[src/rtl/reg_writeback.sv]
// Register file write-port driver: serialises dual-write retiring entries, extracts LDRB bytes
// and flags writes to r15.
module reg_writeback #(
   parameter int unsigned ADDR_WIDTH = 4,
   parameter int unsigned FULLW      = 32,
   parameter int unsigned WIDTH      = 8,
   parameter int unsigned WORD       = 4
) (
   input  logic                  clk,
   input  logic                  reset,
   input  logic                  in_valid,
   output logic                  in_ready,
   input  logic                  in_we1,
   input  logic [ADDR_WIDTH-1:0] in_wa1,
   input  logic [FULLW-1:0]      in_wd1,
   input  logic                  in_isload,
   input  logic                  in_byte,
   input  logic [1:0]            in_bsel,
   input  logic                  in_we2,
   input  logic [ADDR_WIDTH-1:0] in_wa2,
   input  logic [FULLW-1:0]      in_wd2,
   output logic                  we,
   output logic [ADDR_WIDTH-1:0] wa,
   output logic [FULLW-1:0]      wd,
   output logic                  pc_write,
   output logic [31:0]           wr_count
);

   typedef enum logic [0:0] {StIdle, StWr2} state_e;

   state_e                  state_q, state_d;
   logic                    we_d;
   logic [ADDR_WIDTH-1:0]   wa_d, wa2_q, wa2_d;
   logic [FULLW-1:0]        wd_d, wd2_q, wd2_d;
   logic                    pc_write_d;
   logic [31:0]             wr_count_d;
   logic                    accept;
   logic [FULLW-1:0]        d1;
   logic [WIDTH-1:0]        lane;

   assign in_ready = reset && (state_q == StIdle);
   assign accept   = in_valid && in_ready;

   // Byte 0 is the most significant lane of the word.
   always_comb begin
      lane = '0;
      for (int i = 0; i < WORD; i++) begin
         if (in_bsel == i[1:0]) begin
            lane = in_wd1[FULLW-1-i*WIDTH -: WIDTH];
         end
      end
      d1 = (in_isload && in_byte) ? {{(FULLW-WIDTH){1'b0}}, lane} : in_wd1;
   end

   always_comb begin
      state_d = state_q;
      we_d    = 1'b0;
      wa_d    = wa;
      wd_d    = wd;
      wa2_d   = wa2_q;
      wd2_d   = wd2_q;
      unique case (state_q)
         StIdle: begin
            if (accept) begin
               if (in_we1) begin
                  we_d = 1'b1;
                  wa_d = in_wa1;
                  wd_d = d1;
                  // Same-address secondary write is dropped so the load data wins.
                  if (in_we2 && (in_wa1 != in_wa2)) begin
                     wa2_d   = in_wa2;
                     wd2_d   = in_wd2;
                     state_d = StWr2;
                  end
               end else if (in_we2) begin
                  we_d = 1'b1;
                  wa_d = in_wa2;
                  wd_d = in_wd2;
               end
            end
         end
         StWr2: begin
            we_d    = 1'b1;
            wa_d    = wa2_q;
            wd_d    = wd2_q;
            state_d = StIdle;
         end
         default: state_d = StIdle;
      endcase
      pc_write_d = we_d && (&wa_d);
      wr_count_d = we_d ? wr_count + 32'd1 : wr_count;
   end

   always_ff @(posedge clk or negedge reset) begin
      if (!reset) begin
         state_q  <= StIdle;
         we       <= 1'b0;
         wa       <= '0;
         wd       <= '0;
         pc_write <= 1'b0;
         wr_count <= '0;
         wa2_q    <= '0;
         wd2_q    <= '0;
      end else begin
         state_q  <= state_d;
         we       <= we_d;
         wa       <= wa_d;
         wd       <= wd_d;
         pc_write <= pc_write_d;
         wr_count <= wr_count_d;
         wa2_q    <= wa2_d;
         wd2_q    <= wd2_d;
      end
   end

endmodule
[config.mk]
export PLATFORM = sky130hd
export DESIGN_NAME = reg_writeback
export DESIGN_NICKNAME = d
export VERILOG_FILES = /design/src/rtl/reg_writeback.sv
export SDC_FILE = /design/constraint.sdc
export NUM_CORES = 1
export LEC_CHECK = 0
export BUFFER_PORTS_ARGS = -buffer_cell sky130_fd_sc_hd__buf_4
export CAP_MARGIN = 10
export CELL_PAD_IN_SITES_DETAIL_PLACEMENT = 1
export CELL_PAD_IN_SITES_GLOBAL_PLACEMENT = 2
export CORE_UTILIZATION = 32
export CTS_CLUSTER_SIZE = 10
export DETAILED_ROUTE_END_ITERATION = 12
export PLACE_DENSITY = 0.79
export SYNTH_ARGS = -nofsm -noshare
export SYNTH_HDL_FRONTEND = slang
export SYNTH_SLANG_ARGS = --single-unit
[constraint.sdc]
create_clock -name clk -period 2 [get_ports clk]
set_input_delay 0.4 -clock clk [delete_from_list [all_inputs] [get_ports clk]]
set_output_delay 0.4 -clock clk [all_outputs]
set_load 0.02 [all_outputs]
==> qor.csv <==
stage,metric,value,unit
route,drc_errors,0,
sta,setup_viol,0,
die,start_util,33.3,%
die,die_area,16600,um^2
critical_path,r2r_setup_slack,230,ps
die,ios,152,
critical_path,crit_path_max_fanout,6,
final_layout,antennaDiodeCount,0,
final_layout,post-route-util,44.7,%
sta,hold_viol,0,
yosys,syn_area,5140,um^2
clock_tree,cts_sinks,107,
sta,period_minus_slack,1770,ps
critical_path,critPathArrivalTime,2060,ps
sta,finClkSkew,9.06,ps
clock_tree,cts-hold-fix-buffers,0,
die,coreArea,15400,um^2
die,die_w,129,um
placed_design,io_buffers,151,
global_route,grt_pass1_vias,4508,
route,dr.pass1.iters,4,
clock_tree,clockBufferDepth,2,
clock_tree,cts_tree,yes,
global_route,grt.total_usage,20.4,%
route,wirelength,16300,um
global_route,antenna_found_initial,0,
yosys,syn_area_per_cell,10.9,um^2
yosys,synth-async-reset-ratio,100,%
pwr,pwr_density_cell,926,nW/um^2
clock_tree,cts_root_buf,clkbuf_16,
route,ant_nets,0,
critical_path,worst_setup_path_end_kind,flop,
final_layout,finalInstanceArea,6890,um^2
pwr,peakVddDrop,0.401,mV
critical_path,endpoint,wr_count[31],
clock_tree,cts_resized,0,
critical_path,r2r_cells,5,
pwr,leakage,3.24,nW
sta,period_share,88.3,%
final_layout,fin_cells,835,
yosys,synthFlopType,dfrtp_1,
final_layout,layout_commonest_cell,buf_4,
global_route,grt_pass1_wl,25600,um
yosys,synth_seq_cells,107,
sta,holdWs,117,ps
global_route,grt-ovfl-total,0,
run,maxCapViolCount,0,
placed_design,placed_area,6550,um^2
status,status,completed,
sta,worstMarginPinSlew,994,ps
clock_tree,post_cts_buffers,0,
yosys,seq_area_frac_synth,52.1,%
final_layout,final_cell_mix,"166 x buf_4, 106 x dfrtp_1, 67 x nand2_1",
final_layout,area_delta_synth_final,34.2,%
yosys,synthCells,473,
global_route,grt_max_degree,75,
sta,fin_setup_tns,0,ps
critical_path,r2r_start,wr_count[3],
yosys,synth.net_count,555,
pwr,p_total,6.38,mW
sta,setup_slack,234,ps
min_path,min_path_type,input port to asynchronous set/reset pin,
placed_design,placed_cells,819,
route,wl_per_cell,19.5,um
critical_path,r2r-end,wr_count[31],
critical_path,critPathLaunch,wr_count[3],
critical_path,cp-start-kind,flop,
clock_tree,htree_num_levels,3,
clock_tree,clk_pin_slew,70,ps
clock_tree,clk_latency,360,ps
sta,slew_headroom,33.7,%
sta,finalMaxSlewViolations,0,
sta,rsz0062_at_grt,false,
critical_path,path_class,flop to flop,
yosys,synth_edf_count,0,
final_layout,drive_gt1_share,38.5,%
yosys,ys_warn_count,0,
placed_design,dp_slack,211,ps
final_layout,fin_nets,701,
clock_tree,cts_made_buffers,9,
die,rows,45,
placed_design,dp_hpwl,11600,um
die,die_h,129,um
placed_design,place_congestion,0.789,
yosys,synth_cell_type_count,43,
sta,max_freq,566,MHz
route,drt-initial-drc-count,116,
route,vias,4362,
route,via_per_inst,5.22,
critical_path,worst_ep_required_time,2290,ps
==> flip-flops by register name (all words and copies together) (netlist names) <==
name / cells
wd2_q: 32
wd: 32
wr_count: 32
wa2_q: 4
wa: 4
pc_write: 1
state_q: 1
we: 1
==> worst min path at each step <==
stage / startpoint / to / slack [ps] / depth (start not counted)
global route: reset / wr_count[12] / 150 / 2
floorplan: reset / pc_write / 100 / 0
global placement: wr_count[31] / wr_count[31] / 460 / 1
CTS: reset / wr_count[12] / 130 / 2
detailed placement: wr_count[31] / wr_count[31] / 460 / 1
finish: reset / wr_count[12] / 120 / 2
==> per-layer routing <==
layer,track usage [%],part of all wire (%),vias up
li1,-,-,2025
met1,26.0,44,2204
met2,33.1,48,117
met3,6.15,6.2,16
met4,6.99,1.5,0
met5,0,0,-
==> power by group <==
part	leakage (nW)	total (mW)	switching (mW)	internal, mW
combinational	1.73	1.48	0.765	0.714
sequential	1.34	2.79	0.253	2.54
clock	0.168	2.11	0.877	1.24
==> cells by family (layout without fill, tap and decap cells) <==
group | after synthesis | count (layout) | share of synthesized area, %
compound gates | 101 | 101 | 13.9
xor+xnor | 35 | 35 | 5.97
fa+ha+maj | 1 | 1 | 0.243
buf+inv | 38 | 189 | 3.34
flops | 107 | 107 | 52.1
mux | 44 | 44 | 9.64
simple gates | 147 | 147 | 14.8
==> worst max-delay path: stages (launching register included) <==
cell and delay (ps):
dfrtp_1 450, nand4_1 260, nor2_1 300, nand3_4 170, nor4_2 350, xor2_1 170
==> cell type report <==
cell class / count / area [um^2]
Sequential cell: 107 / 2680
Clock inverter: 7 / 123
Tap cell: 211 / 264
Inverter: 5 / 20.0
Clock buffer: 9 / 225
Multi-Input combinational cell: 328 / 2300
Fill cell: 1753 / 8530
Timing Repair Buffer: 168 / 1290
==> synthesized netlist by cell type, types with 8 or more instances <==
cell / instances / area, um^2
nand3_1: 10 / 50.1
clkbuf_1: 20 / 75.1
nand2_1: 67 / 251
xor2_1: 10 / 87.6
xnor2_1: 25 / 219
dfrtp_1: 107 / 2680
nand4_1: 8 / 50.1
nor2_1: 12 / 45.0
o221ai_1: 32 / 280
a21oi_1: 34 / 170
mux2_2: 42 / 473
and3_1: 33 / 206
buf_2: 10 / 50.1
o22ai_1: 11 / 68.8
o22a_1: 8 / 70.1
Power figures use the tool's default switching activity.
